## config.mk

```make
export PLATFORM = sky130hd
export DESIGN_NAME = pulse_handshake_tx
export DESIGN_NICKNAME = d
export VERILOG_FILES = /design/src/rtl/pulse_handshake_tx.sv
export SDC_FILE = /design/constraint.sdc
export NUM_CORES = 1
export LEC_CHECK = 0
export CORE_MARGIN = 2
export CORE_UTILIZATION = 42
export DETAILED_ROUTE_END_ITERATION = 7
export GPL_ROUTABILITY_DRIVEN = 0
export GPL_TIMING_DRIVEN = 1
export PLACE_DENSITY = 0.71
export REMOVE_ABC_BUFFERS = 1
export SYNTH_ARGS = -nofsm -noshare
export SYNTH_HDL_FRONTEND = slang
export SYNTH_SLANG_ARGS = --single-unit
```

## constraint.sdc

```tcl
create_clock -name clk -period 3.1 [get_ports clk]
set_clock_uncertainty 0.15 [all_clocks]
set_input_delay 0.62 -clock clk [delete_from_list [all_inputs] [get_ports clk]]
set_output_delay 0.62 -clock clk [all_outputs]
set_load 0.1 [all_outputs]
```

## src/rtl/pulse_handshake_tx.sv

```systemverilog
// Source side of a toggle-based pulse handshake: buffers event pulses in a counter
// and launches them one at a time, waiting for the synchronized acknowledge toggle.
module pulse_handshake_tx #(
    parameter int CNT_W       = 4,
    parameter int SYNC_STAGES = 2   // must be >= 2
) (
    input  logic             clk,
    input  logic             rst,
    input  logic             pulse_in,
    input  logic             ack_tgl,
    input  logic             ovf_clr,
    output logic             req_tgl,
    output logic             busy,
    output logic             done,
    output logic [CNT_W-1:0] pend_cnt,
    output logic             overflow
);

    typedef enum logic {
        IDLE     = 1'b0,
        WAIT_ACK = 1'b1
    } state_t;

    state_t                 state, state_next;
    logic [SYNC_STAGES-1:0] ack_sync;
    logic                   ack_s;
    logic                   launch;
    logic                   ack_match;
    logic [CNT_W:0]         cnt_sum;
    logic                   drop;
    logic [CNT_W-1:0]       pend_next;

    // Plain flop chain: no logic between stages so metastability can settle.
    // NOTE: sequential state uses non-blocking (<=) so every flop samples pre-edge values.
    always_ff @(posedge clk or posedge rst) begin
        if (rst) ack_sync <= '0;
        else     ack_sync <= {ack_sync[SYNC_STAGES-2:0], ack_tgl};
    end

    assign ack_s = ack_sync[SYNC_STAGES-1];

    // NOTE: every always_comb output gets a default first, so no path infers a latch.
    always_comb begin
        state_next = state;
        launch     = 1'b0;
        ack_match  = 1'b0;
        case (state)
            IDLE: begin
                if (pend_cnt != '0 || pulse_in) begin
                    launch     = 1'b1;
                    state_next = WAIT_ACK;
                end
            end
            WAIT_ACK: begin
                if (ack_s == req_tgl) begin
                    ack_match  = 1'b1;
                    state_next = IDLE;
                end
            end
            default: state_next = IDLE;
        endcase
    end

    // Carry out of the widened sum only happens at full count with a pulse and no launch.
    always_comb begin
        cnt_sum   = {1'b0, pend_cnt} + {{CNT_W{1'b0}}, pulse_in} - {{CNT_W{1'b0}}, launch};
        drop      = cnt_sum[CNT_W];
        pend_next = drop ? pend_cnt : cnt_sum[CNT_W-1:0];
    end

    always_ff @(posedge clk or posedge rst) begin
        if (rst) begin
            state    <= IDLE;
            req_tgl  <= 1'b0;
            pend_cnt <= '0;
            overflow <= 1'b0;
            done     <= 1'b0;
        end else begin
            state    <= state_next;
            req_tgl  <= req_tgl ^ launch;
            pend_cnt <= pend_next;
            done     <= ack_match;
            // A drop in the same cycle as a clear leaves the flag set.
            if (drop)         overflow <= 1'b1;
            else if (ovf_clr) overflow <= 1'b0;
        end
    end

    assign busy = (state == WAIT_ACK);

endmodule

```

* Yosys cells after proc, flatten, opt, wreduce, memory -nomap -nowiden
Cells that the tools add are included.
** Storage, ports and cells
- Bits in registers :: 10
- Input bits :: 5
- Word-level logic and storage cells :: 22
** Operators by class
- Add/sub/neg operators :: 2
- Eq/ne operators :: 1
- Muxes and demuxes :: 8
- Bitwise operators :: 2
- Reductions and logical operators :: 3
** Operators by type and width (count)
- $mux 1 :: 7
- $add 4x1->5 :: 1
- $sub 5x1->5 :: 1
- $reduce_bool 4->1 :: 1
- $pmux 1 s2 :: 1
- $reduce_bool 2->1 :: 1
- $eq 1x1->1 :: 1
- $logic_or 1x1->1 :: 1
- $not 1->1 :: 1
- $xor 1x1->1 :: 1

* Depth between registers and ports, before layout
Gate-level depths: netlist (run 1).
- Word-level depth :: 6
- Gate-level depth with buffers :: 12
- Depth with buffers taken out :: 12

* Least setup slack after synthesis (run 1)
OpenSTA, ideal clock, no wires.
- Path kind :: register -> register
- Start :: reg pend_cnt[3]
- End :: reg pend_cnt[1]
- Arrival time :: 3.338 ns
- Data required time :: 2.822 ns
- Slack :: -0.517 ns
- Stages on the path, launching flop included :: 13
- Path buffers :: 0
- Clock period less this slack :: 3.617 ns
- Path through :: dfrtp_1 inv_1 ha_1 nor4b_1 nor2_1 ha_1 inv_1 ha_1 fa_1 a21oi_2 o21bai_2 xnor2_2 mux2_1
** On the way
- Longest elaborated chain between the ends :: 5
** Ends and longest elaborated chain
- from (decl) :: RTL line 15 : output logic [CNT_W-1:0] pend_cnt,
- from (signal assigned) :: RTL line 81 : pend_cnt <= pend_next;
- $reduce_bool 4->1 :: RTL line 49 : if (pend_cnt != '0 || pulse_in) begin
- $logic_or 1x1->1 :: RTL line 49
- $mux 1 :: RTL line 49
- $mux 1 :: RTL line 47 : case (state)
- $sub 5x1->5 (*) :: RTL line 66 : cnt_sum = {1'b0, pend_cnt} + {{CNT_W{1'b0}}, pulse_in} - {{CNT_W{1'b0}}, launch};
Every way passes the cells marked *; elsewhere a longest branch is shown, timed or not.
A chain may end at the register's enable or synchronous reset.

* Final worst setup path (run 1)
- Start :: in pulse_in
- End :: reg pend_cnt[1]
** On the way
- Longest elaborated chain between the ends :: 4
** Ends and longest elaborated chain
- from (decl) :: RTL line 9 : input logic pulse_in,
- branches (longest 3 deep; another with $add 4x1->5)
- $sub 5x1->5 (*) :: RTL line 66
Mark *: on every way between the ends.

==> impl_metrics.json, run 1 <==
{
  "clkTransAtPathRegs_ns": 0.06,
  "ys_types": 23,
  "topRoutingLayerUsed": "met4",
  "finalSetupViolCount": 0,
  "cp.arrival_ns": 2.98,
  "fp.coreArea_sq_mm": 0.001301,
  "hold_buffers": 0,
  "syn-cell-area_sq_um": 579.3,
  "cts_post_setup_buffers_inserted": 0,
  "wl_met3_microns": 74,
  "grt_first_pass_wirelength_microns": 1718,
  "grt_pass1_vias": 421,
  "insertion_delay_ns": 0.26,
  "overflow": 0,
  "ant_nets": 0,
  "worstReg2RegEnd": "pend_cnt[1]$_DFFE_PP0N_",
  "slowest_delay_ns": 0.37,
  "dieArea_sq_mm": 0.001693,
  "yosysSeqAreaShare_pct": 43.20,
  "rr_startpoint": "pend_cnt[3]$_DFFE_PP0N_",
  "cp.required_ns": 3.10,
  "fp.dieW_microns": 41.14,
  "area_delta_synth_final_pct": 40.60,
  "synth_top_area_share_pct": 43.20,
  "hold_path.class": "flop to flop",
  "cp.depth": 11,
  "ys.warnings.count": 0,
  "io_buffers": 12,
  "antenna_found_initial": 0,
  "worstSetupEndpointType": "flop",
  "critPathKind": "input port to flop",
  "period_needed_ns": 2.980,
  "crit_start": "pulse_in",
  "cp_cell_sequence": "dlygate4sd2_1 > nor4b_4 > nor2_1 > ha_1 > inv_1 > ha_1 > fa_2 > a21oi_2 > o21bai_2 > xnor2_2 > mux2_1",
  "dp_hpwl_microns": 818.7,
  "tightest_slew_ns": 0.3847,
  "grt_usage_pct": 16.33,
  "maxCapViolCount": 0,
  "drtIter0Drc": 3,
  "rsz0062_at_grt": "false",
  "cts_tree": "yes",
  "status": "completed",
  "wl_met2_microns": 518,
  "synth-simple-area-share_pct": 7.343,
  "synth_area_leaders": "dfrtp_1 43%, ha_1 13%, inv_1 5.8%",
  "drive_above_1_share_pct": 34.21,
  "synth_seq_cells": 10,
  "min-delay-start": "ack_sync[0]$_DFF_PP0_",
  "syn_avg_cell_area_sq_um": 11.14,
  "synth-xor-area-share_pct": 7.343,
  "wl_microns": 1088,
  "crit_buf_inv": 2,
  "rows": 13,
  "met1Wirelength_microns": 490,
  "start_kind": "input port",
  "rr_worst_depth": 12,
  "root_buffer": "clkbuf_4",
  "numCtsBuffers": 3,
  "via_per_inst": 4.846,
  "first_pass_iters": 4,
  "cpMostUsedCell": "ha_1",
  "synthAdderAreaFrac_pct": 16.41,
  "synth_area_leader_cell": "dfrtp_1",
  "setup.reg_to_reg.worst_slack_ns": 0.18,
  "fin_crit_sh_pct": 96.12,
  "drt-wirelength-per-cell_microns": 11.96,
  "syn_inst": 52,
  "synth-compound-area-share_pct": 14.25,
  "fin_nets": 89,
  "fill_cells": 106,
  "htree_levels": 1,
  "drv_slew": 0,
  "cts_max_path_buffers": 2,
  "cts.sinks": 10,
  "grt_max_degree": 11,
  "synth_top_family_by_area": "adder cells",
  "drc_errors": 0,
  "crit_end": "pend_cnt[1]$_DFFE_PP0N_",
  "crit_fanout": 3,
  "slowest_stage": "fa_2",
  "vias": 441,
  "muxShareOfSynthArea_pct": 5.616,
  "final_hold_viol_count": 0,
  "die_h_microns": 41.14,
  "cp_top_family": "adder cells",
  "boundaryPins": 13,
  "fmax_ghz": 0.3356,
  "max-slew-margin-rel_pct": 74.32,
  "start_util_pct": 44.52,
  "utilization_pct": 62.60,
  "antenna_cells": 0
}
[layout make-up]
class | instances | area, sq um | share of cell area (%)
Multi-Input combinational cell | 33 | 316.6 | 38.86
Sequential cell | 10 | 250.2 | 30.72
Timing Repair Buffer | 20 | 158.9 | 19.51
Clock buffer | 4 | 36.28 | 4.455
Inverter | 9 | 33.78 | 4.147
Tap cell | 15 | 18.77 | 2.304
[cells in the mapped netlist]
library cell	instances
nor2b_1	1
nor3_1	1
a31oi_1	1
mux2_1	2
a21o_1	3
a221o_1	1
a21oi_2	1
xnor2_2	1
inv_1	9
o21bai_2	1
a21oi_1	2
nand2b_1	1
mux2i_1	1
nor4b_1	1
ha_1	6
nand3_1	1
xnor2_1	1
o21ai_0	1
nor2_1	3
fa_1	1
dfrtp_1	10
xor2_1	2
a31o_1	1
[layer usage]
metal	GRT usage, %	up-vias
met5	0	-
met3	8.152	2
met1	19.00	203
met4	2.419	0
met2	27.34	14
li1	-	222
[sequential cells by signal, summed over array words and instances (netlist names)]
register and flops:
overflow 1, busy 1, req_tgl 1, pend_cnt 4, done 1, ack_sync 2
[how the worst min path moves through the flow]
stage | cells past startpoint | to
finish | 0 | ack_sync[1]$_DFF_PP0_
global route | 0 | ack_sync[1]$_DFF_PP0_
CTS | 0 | ack_sync[1]$_DFF_PP0_
detailed placement | 0 | ack_sync[1]$_DFF_PP0_
global placement | 0 | ack_sync[1]$_DFF_PP0_
floorplan | 0 | ack_sync[1]$_DFF_PP0_
[stage by stage]
stage	instances	TNS, ns	setup WS (ns)	instance area (sq um)	hold slack (ns)
2_1_floorplan	52	-2.040	-0.5166	579.3	0.1812
3_3_place_gp	87	-1.199	-0.2714	758.2	0.1840
3_5_place_dp	87	-1.496	-0.3429	758.2	0.1957
4_1_cts	91	0	0.04925	805.8	0.2114
5_1_grt	91	0	0.02497	814.5	0.2150
6_report	91	0	0.1201	814.5	0.2057
[kinds of logic after synthesis]
kind of cell / after synthesis
muxes: 3
DFF: 10
xor gates and xnor gates: 4
adders and majority gates: 7
AOI/OAI and AO/OA: 11
buffers and inverters: 9
and+or+nand+nor: 8
[repair_timing]
action                                 4_1_cts  5_1_grt
gates resized for setup                      4        1
setup endpoints to repair                    5        3
endpoints found under the hold margin        0        0
pin swaps                                    3        2
cloned                                       0        0
[cell usage in the layout (no fill, tap or decap)]
master | synthesis | layout
a21o_1 | 3 | 3
a21oi_1 | 2 | 2
a21oi_2 | 1 | 1
a221o_1 | 1 | 1
a31o_1 | 1 | 1
a31oi_1 | 1 | 1
buf_4 | 0 | 16
clkbuf_4 | 0 | 3
clkbuf_8 | 0 | 1
clkdlybuf4s50_1 | 0 | 3
dfrtp_1 | 10 | 10
dlygate4sd2_1 | 0 | 1
fa_2 | 0 | 1
ha_1 | 6 | 6
inv_1 | 9 | 9
mux2_1 | 2 | 1
mux2_4 | 0 | 1
mux2i_1 | 1 | 1
nand2b_1 | 1 | 1
nand3_1 | 1 | 1
nor2_1 | 3 | 3
nor2b_1 | 1 | 1
nor3_1 | 1 | 1
nor4b_4 | 0 | 1
o21ai_0 | 1 | 1
o21bai_2 | 1 | 1
xnor2_1 | 1 | 1
xnor2_2 | 1 | 1
xor2_1 | 2 | 2
Power of run 1 is not shown: default switching activity piles up to over one toggle a cycle in this logic, so the estimate is an artifact.
==> run 2, diff against run 1 <==
==> constraint.sdc (replaced) <==
create_clock -name clk -period 2.6 [get_ports clk]
set_clock_uncertainty 0.15 [all_clocks]
set_input_delay 0.52 -clock clk [delete_from_list [all_inputs] [get_ports clk]]
set_output_delay 0.52 -clock clk [all_outputs]
set_load 0.1 [all_outputs]
==> run 2 against run 1 <==
  * The flow now finishes with violations (negative setup slack)
  * Via count is 17% higher
  * Non-clock buffer count is 11 higher
  * Critical path depth is 2 higher
  * Wire length is 30% higher
  * Sequential share of layout area is 3.9 points lower
  * Global-route usage is 4.3 points higher
  * Worst hold slack better by 0.028 ns
  * Final area is 14% higher
  * First-iteration DRC count grew to 4.7 times the previous value
  * Setup slack worse by 0.39 ns
  * Clock-buffer cell count stayed put
  * Largest cell class unchanged
  * Critical endpoint is now pend_cnt[2]$_DFFE_PP0N_
==> impl_metrics.json, run 2 (synthesis gave the netlist of run 1 again) <==
{
  "status": "complete, but fails checks",
  "failed_checks": "negative setup slack",
  "drc_errors": 0,
  "start_kind": "flop",
  "grt_max_degree": 11,
  "max-slew-margin-rel_pct": 72.32,
  "insertion_delay_ns": 0.26,
  "antenna_found_initial": 0,
  "area_delta_synth_final_pct": 60.91,
  "final_common_cell": "buf_4",
  "drive_above_1_share_pct": 51.72,
  "critPathKind": "flop to flop",
  "cts_tree": "yes",
  "finalSetupViolCount": 5,
  "crit_fanout": 3,
  "tightest_slew_ns": 0.4147,
  "first_pass_iters": 4,
  "die_h_microns": 41.14,
  "final_hold_viol_count": 0,
  "maxCapViolCount": 0,
  "largest_register_ffs": 4,
  "dp_hpwl_microns": 930.8,
  "start_util_pct": 44.52,
  "reg.largest.list": "pend_cnt x4, ack_sync x2",
  "dieArea_sq_mm": 0.001693,
  "hold_path.class": "flop to flop",
  "drt-wirelength-per-cell_microns": 13.87,
  "drtIter0Drc": 14,
  "cts.sinks": 10,
  "period_needed_ns": 2.872,
  "mostFrequentLayoutCells": "27 x buf_4, 10 x dfrtp_1, 6 x inv_1",
  "ant_nets": 0,
  "boundaryPins": 13,
  "antenna_cells": 0,
  "cp.required_ns": 2.63,
  "fp.coreArea_sq_mm": 0.001301,
  "fin_crit_sh_pct": 110.5,
  "fmax_ghz": 0.3482,
  "fp.dieW_microns": 41.14,
  "rows": 13,
  "rsz0062_at_grt": "true",
  "utilization_pct": 71.63,
  "fin_ws_ns": -0.2717,
  "cts_max_path_buffers": 2,
  "fill_cells": 95,
  "worstSetupEndpointType": "flop",
  "clkTransAtPathRegs_ns": 0.07,
  "overflow": 0,
  "via_per_inst": 5.059,
  "numCtsBuffers": 3,
  "cp.arrival_ns": 2.90,
  "worst_hold_slack_ns": 0.2336,
  "drv_slew": 0,
  "grt_usage_pct": 20.58,
  "largest_register": "pend_cnt",
  "place_area_sq_um": 788.3,
  "grt_pass1_vias": 518,
  "wl_microns": 1415,
  "io_buffers": 12,
  "htree_levels": 1,
  "grt_first_pass_wirelength_microns": 2152,
  "fin_nets": 100,
  "final_area_sq_um": 932.1,
  "dp_slack_ns": -0.7411,
  "root_buffer": "clkbuf_4",
  "vias": 516
}
[run 2: layout make-up]
type | instances | area, sq um | area share, %
timing repair buffer | 31 | 241.5 | 25.91
clock buffer | 4 | 36.28 | 3.893
multi-input combinational | 33 | 351.6 | 37.72
tap | 15 | 18.77 | 2.013
sequential | 10 | 250.2 | 26.85
inverter | 9 | 33.78 | 3.624
[run 2: path summary, 6_finish.rpt]
path	end	slack [ns]	cells after the start	startpoint
max in group asynchronous	ack_sync[1]$_DFF_PP0_	1.62	2	rst
hold / removal	ack_sync[1]$_DFF_PP0_	0.23	0	ack_sync[0]$_DFF_PP0_
setup reg to reg	pend_cnt[2]$_DFFE_PP0N_	-0.27	13	pend_cnt[3]$_DFFE_PP0N_
hold reg to reg	ack_sync[1]$_DFF_PP0_	0.23	0	ack_sync[0]$_DFF_PP0_
setup / recovery	pend_cnt[2]$_DFFE_PP0N_	-0.27	13	pend_cnt[3]$_DFFE_PP0N_
min in group asynchronous	overflow$_DFFE_PP0P_	0.39	2	rst
[run 2: critical path: stages (launching register included)]
cell and delay, ns:
dfrtp_1 0.39, inv_2 0.09, ha_4 0.13, nor4b_4 0.19
nor2_2 0.06, ha_1 0.30, inv_2 0.04, ha_4 0.15
fa_2 0.36, a21oi_2 0.16, o21bai_2 0.11, xnor2_2 0.27
buf_4 0.18, mux2i_1 0.20
[run 2: what timing repair did]
| item | CTS | global route |
|---|---|---|
| gates resized for setup | 15 | 1 |
| pin swaps | 8 | 5 |
| endpoints found under the setup margin | 5 | 5 |
| hold buffers | 0 | 0 |
| buffers inserted | 4 | 3 |
| endpoints found under the hold margin | 0 | 0 |
[run 2: through the flow]
stage,cells,setup TNS [ns]
global placement,91,-3.174
global route,102,-1.821
CTS,99,-1.063
floorplan,52,-4.540
detailed placement,91,-3.473
finish,102,-1.196
[run 2: metal layers]
| layer | track usage (%) | vias up | wire length [microns] |
|---|---|---|---|
| met5 | 0 | - | 0 |
| met4 | 2.419 | 0 | 0 |
| met3 | 8.152 | 0 | 72 |
| met2 | 41.41 | 16 | 825 |
| met1 | 19.60 | 253 | 516 |
| li1 | - | 247 | - |
Power of run 2 is left out for the same reason.
==> run 3, diff against run 2 <==
--- a/config.mk
+++ b/config.mk
@@ -7,6 +7,7 @@
 export LEC_CHECK = 0
 export CORE_MARGIN = 2
 export CORE_UTILIZATION = 42
+export CTS_CLUSTER_SIZE = 40
 export DETAILED_ROUTE_END_ITERATION = 7
 export GPL_ROUTABILITY_DRIVEN = 0
 export GPL_TIMING_DRIVEN = 1
==> results of run 3 <==
The final DEF is identical to that of run 2; final timing and power are the same.
Power of run 3 is left out for the same reason.
==> variant 1 (config.mk and constraints of run 2) <==
`CNT_W`: 4 -> 6.
--- a/src/rtl/pulse_handshake_tx.sv
+++ b/src/rtl/pulse_handshake_tx.sv
@@ -1,7 +1,7 @@
 // Source side of a toggle-based pulse handshake: buffers event pulses in a counter
 // and launches them one at a time, waiting for the synchronized acknowledge toggle.
 module pulse_handshake_tx #(
-    parameter int CNT_W       = 4,
+    parameter int CNT_W       = 6,
     parameter int SYNC_STAGES = 2   // must be >= 2
 ) (
     input  logic             clk,
Ports: changed (resized pend_cnt); port bits go from 13 to 15. The function was not compared with the original's and may differ.
==> variant 1 against run 2 <==
Critical path depth up 2. Largest cell class unchanged. Critical path type unchanged. Wire length up 80%. Sequential cell count rose by 2. Synthesized cell count increased by 46%. Non-clock buffer count is 23 higher. Cell count rose by 56%. The run still ends with setup timing left. Setup slack worse by 280 ps. Design area increased by 52%. Area after synthesis is 40% higher.
Power is not shown: default switching activity piles up to over one toggle a cycle in this logic, so the estimate is an artifact.
==> variant 1: results (changes against run 2) <==
stage,metric,value,unit,change
outcome,status,"complete, but fails checks",,unchanged
outcome,violations,setup timing,,unchanged
route,drt_wl_total,2542,µm,was 1415 µm
route,viasPerCell,5.013,,was 5.059
grt,grt_use_met1,29.13,%,was 19.60%
setup_path,crit_start,pend_cnt[4],,was pend_cnt[3]
clock_network,cts.clk_slew.worst_paths,90,ps,was 70 ps
route,drt_iter0_drc,12,,was 14
layout,stdcell_count,159,,was 102
grt,global_route.usage.met2,43.47,%,was 41.41%
clock_network,clk_latency,300,ps,was 260 ps
clock_network,htreeDepth,1,,unchanged
yosys,synth_area_leaders,"dfrtp_1, ha_1, inv_1, mux2i_1, a221oi_4",,"was dfrtp_1, ha_1, inv_1, a21o_1, mux2_1"
layout,drive_gt1_share,55.22,%,was 51.72%
sta,setup_viol,9,,was 5
sta,slew_headroom,68.69,%,was 72.32%
grt,grtUsageMet3,6.415,%,was 8.152%
layout,nNetsFinal,150,,was 100
route,dr.pass1.iters,4,,unchanged
sta,layout_setup_ws,-552.5,ps,was -271.7 ps
grt,grt_max_degree,13,,was 11
grt,antenna_found_initial,0,,unchanged
grt,groute.usage.overall,25.67,%,was 20.58%
layout,n_antenna_cell,0,,unchanged
setup_path,cp-endpoint,pend_cnt[2],,unchanged
yosys,async_flop_share,100.0,%,unchanged
yosys,synthFlopType,dfrtp_1,,unchanged
placed_design,port_buffers,14,,was 12
yosys,post_synth.cell_area_avg,10.65,µm²,was 11.14 µm²
hold_path,min_path_type,reg -> reg,,unchanged
layout,reg_top3,"pend_cnt (6), ack_sync (2)",,"was pend_cnt (4), ack_sync (2)"
placed_design,place_area,1091,µm²,was 788.3 µm²
placed_design,dpl.hpwl,1283,µm,was 930.8 µm
clock_network,cts_root_buffer,clkbuf_4,,unchanged
grt,grt_pass1_vias,800,,was 518
clock_network,clockBufferDepth,2,,unchanged
placed_design,dp_cells,133,,was 91
setup_path,critPathMaxFanout,5,,was 3
yosys,synth.distinct_cells,27,,was 23
setup_path,path_class,reg -> reg,,unchanged
yosys,synth_common_cells,"inv_1, dfrtp_1, ha_1",,"was dfrtp_1, inv_1, ha_1"
grt,grt_pass1_wl,3760,µm,was 2152 µm
setup_path,setup.worst_path.start_class,register,,unchanged
setup_path,worstRegToRegCells,15,,was 13
yosys,ys_seq_area_share,37.09,%,was 43.20%
hold_path,holdPathStages,0,,unchanged
yosys,yosys_warnings,0,,unchanged
clock_network,cts-buffers-inserted,3,,unchanged
==> variant 1: cell count changes in the layout (fill, tap and decap cells not counted), moves of 2 or more <==
cell | before | now
buf_6 | 0 | 14
buf_4 | 27 | 36
mux2i_1 | 1 | 4
nor2_1 | 2 | 5
dfrtp_1 | 10 | 12
ha_1 | 4 | 6
inv_1 | 6 | 8
inv_2 | 3 | 5
o21ai_1 | 0 | 2
==> variant 1: layout make-up <==
type                       instances  area (µm²)
inverter                          13       48.80
sequential                        12       300.3
tap                               25       31.28
clock buffer                       4       36.28
multi-input combinational         51       529.3
timing repair buffer              54       466.7
fill                             113       351.6
==> variant 1: how the worst min path moves through the flow <==
stage	startpoint	end
after floorplan	ack_sync[0]	ack_sync[1]
after global placement	ack_sync[0]	ack_sync[1]
after detailed placement	ack_sync[0]	ack_sync[1]
after CTS	ack_sync[0]	ack_sync[1]
after global routing	ack_sync[0]	ack_sync[1]
final	ack_sync[0]	ack_sync[1]
==> variant 1: layer usage <==
layer | wire, µm | part of all wire (%)
met1 | 987 | 39
met2 | 1360 | 54
met3 | 102 | 4.0
met4 | 92 | 3.6
met5 | 0 | 0
==> variant 1: per-stage QoR <==
step	setup TNS, ps	hold WS, ps	utilization, %	setup slack, ps
floorplan	-8251	181.2	-	-1371
global placement	-5634	184.0	61.84	-883.3
detailed placement	-6199	185.8	61.84	-973.3
CTS	-3409	203.0	76.31	-508.7
global route	-4904	220.7	80.07	-708.8
finish	-3907	213.7	80.07	-552.5
==> variant 1: cell families (layout without fill, tap and decap cells) <==
| group | count (synthesis) | count (layout) | share of synthesized area (%) |
|---|---|---|---|
| multiplexers | 5 | 5 | 6.800 |
| buffers and inverters | 13 | 71 | 6.028 |
| AO/OA/AOI/OAI | 16 | 16 | 18.39 |
| AND/OR/NAND/NOR | 15 | 15 | 9.892 |
| XOR/XNOR | 5 | 5 | 5.411 |
| adder cells (fa/ha/maj) | 10 | 10 | 16.38 |
| flip-flops | 12 | 12 | 37.09 |
==> variant 1: critical path, cell delays in order, from the launching register on <==
cell      delay, ps
dfrtp_1         390
inv_2            90
ha_4            150
nand2_4          60
nor4_4          160
nor2_2           80
ha_1            280
inv_1            60
ha_2            180
inv_2            40
fa_2            360
nor2b_4         170
o311ai_4        120
a221oi_4        380
buf_6           180
mux2i_1         200
==> variant 1: repair_timing <==
item	in CTS	in global routing
hold buffers	0	0
gates cloned	0	0
buffers inserted	18	6
pin swaps	2	1
endpoints found under the setup margin	7	9
resized for setup	27	8
==> variant 2 (flow settings as in run 2) <==
Without the edit above. Reset style: synchronous (`rst`), changed in 2 clocked blocks.
--- a/src/rtl/pulse_handshake_tx.sv
+++ b/src/rtl/pulse_handshake_tx.sv
@@ -32,7 +32,7 @@
 
     // Plain flop chain: no logic between stages so metastability can settle.
     // NOTE: sequential state uses non-blocking (<=) so every flop samples pre-edge values.
-    always_ff @(posedge clk or posedge rst) begin
+    always_ff @(posedge clk) begin
         if (rst) ack_sync <= '0;
         else     ack_sync <= {ack_sync[SYNC_STAGES-2:0], ack_tgl};
     end
@@ -68,7 +68,7 @@
         pend_next = drop ? pend_cnt : cnt_sum[CNT_W-1:0];
     end
 
-    always_ff @(posedge clk or posedge rst) begin
+    always_ff @(posedge clk) begin
         if (rst) begin
             state    <= IDLE;
             req_tgl  <= 1'b0;
Formal check against the unedited RTL: differs if rst is asserted again (counterexample within 4 cycles, from zero or initial values and one cycle with rst high); with rst held inactive, the same outputs for 10 cycles.
==> variant 2 against run 2 <==
Sequential share of layout area down 4.7 points. Sequential cell count unchanged. Non-clock buffer count shrank 9. Wire length is 1.4% lower. First-iteration DRC count shrank 57%. Hold slack improved by 51 ps. Setup slack better by 300 ps. Design area shrank 1.9%. Area after synthesis rose by 9.3%. Critical path type unchanged. Critical endpoint is now pend_cnt[3].
Power is left out: the tool's default activity adds up to more than one toggle a clock period on the data nets, which glitch-free logic cannot reach.
==> variant 2: results (changes against run 2) <==
stage,metric,value,unit,change
outcome,status,finished clean,,"was complete, but fails checks"
grt,grt_pass1_vias,545,,was 518
yosys,synth_common_cells,"dfxtp_1, nand2_1, ha_1, inv_1",,"was dfrtp_1, inv_1, ha_1"
yosys,synth_area_leaders,"dfxtp_1, ha_1, nand2_1, xnor2_1, inv_1",,"was dfrtp_1, ha_1, inv_1, a21o_1, mux2_1"
layout,fin_util,62.91,%,was 71.63%
yosys,syn_inst,72,,was 52
layout,buf_share,19.02,%,was 25.91%
yosys,ys_seq_area_share,31.62,%,was 43.20%
yosys,async_flop_share,0,%,was 100.0%
yosys,synth_xor_area_share,5.534,%,was 7.343%
route,top_layer,met4,,was met3
layout,clkbuf_count,3,,was 4
sta,worstMarginPinSlew,615.7,ps,was 414.7 ps
placed_design,place_area,810.8,µm²,was 788.3 µm²
setup_path,worstRegToRegCells,12,,was 13
grt,groute.usage.overall,17.89,%,was 20.58%
yosys,synth_compound_area_share,17.19,%,was 14.25%
placed_design,post-place-ws,-665.3,ps,was -741.1 ps
setup_path,rr_startpoint,pend_cnt[3],,unchanged
route,wirelength_met1,562,µm,was 516 µm
setup_path,worstReg2RegEnd,pend_cnt[3],,was pend_cnt[2]
layout,inverters,7,,was 9
grt,grt_max_degree,18,,was 11
yosys,synth_mux_area_share,1.581,%,was 5.616%
layout,multi_input_area_share,51.03,%,was 37.72%
route,drt_iter0_drc,6,,was 14
hold_path,min-delay-start,ack_sync[0],,unchanged
grt,global_route.usage.met2,32.42,%,was 41.41%
grt,grtUsageMet3,6.383,%,was 8.152%
yosys,synth_fa_ha_area_share,16.80,%,was 16.41%
route,wl_met3,83,µm,was 72 µm
layout,nFillCells,132,,was 95
layout,clock_area_share,2.462,%,was 3.893%
placed_design,dpl.hpwl,983.9,µm,was 930.8 µm
route,viasPerCell,5.182,,was 5.059
-- variant 2: cell count changes after synthesis, sizes merged, moves of 2 or more --
cell | run 2 | this run
dfrtp | 10 | 0
dfxtp | 0 | 10
nand2 | 0 | 8
a211o | 0 | 3
a21o | 3 | 0
buf | 0 | 3
inv | 9 | 6
nor3 | 1 | 4
nor3b | 0 | 3
a21oi | 3 | 5
mux2 | 2 | 0
-- variant 2: timing repair --
action / 4_1_cts / 5_1_grt
setup endpoints to repair: 5 / 5
pin swaps: 9 / 5
gates resized for setup: 21 / 3
-- variant 2: how the worst max path moves through the flow --
stage	startpoint	endpoint	slack (ps)	cells past startpoint
final	pend_cnt[3]	pend_cnt[3]	30	12
after global routing	pend_cnt[3]	pend_cnt[3]	-120	12
after CTS	pend_cnt[2]	pend_cnt[2]	-10	13
after detailed placement	pulse_in	pend_cnt[2]	-670	12
after global placement	pulse_in	pend_cnt[2]	-570	12
after floorplan	pend_cnt[3]	pend_cnt[3]	-1360	12
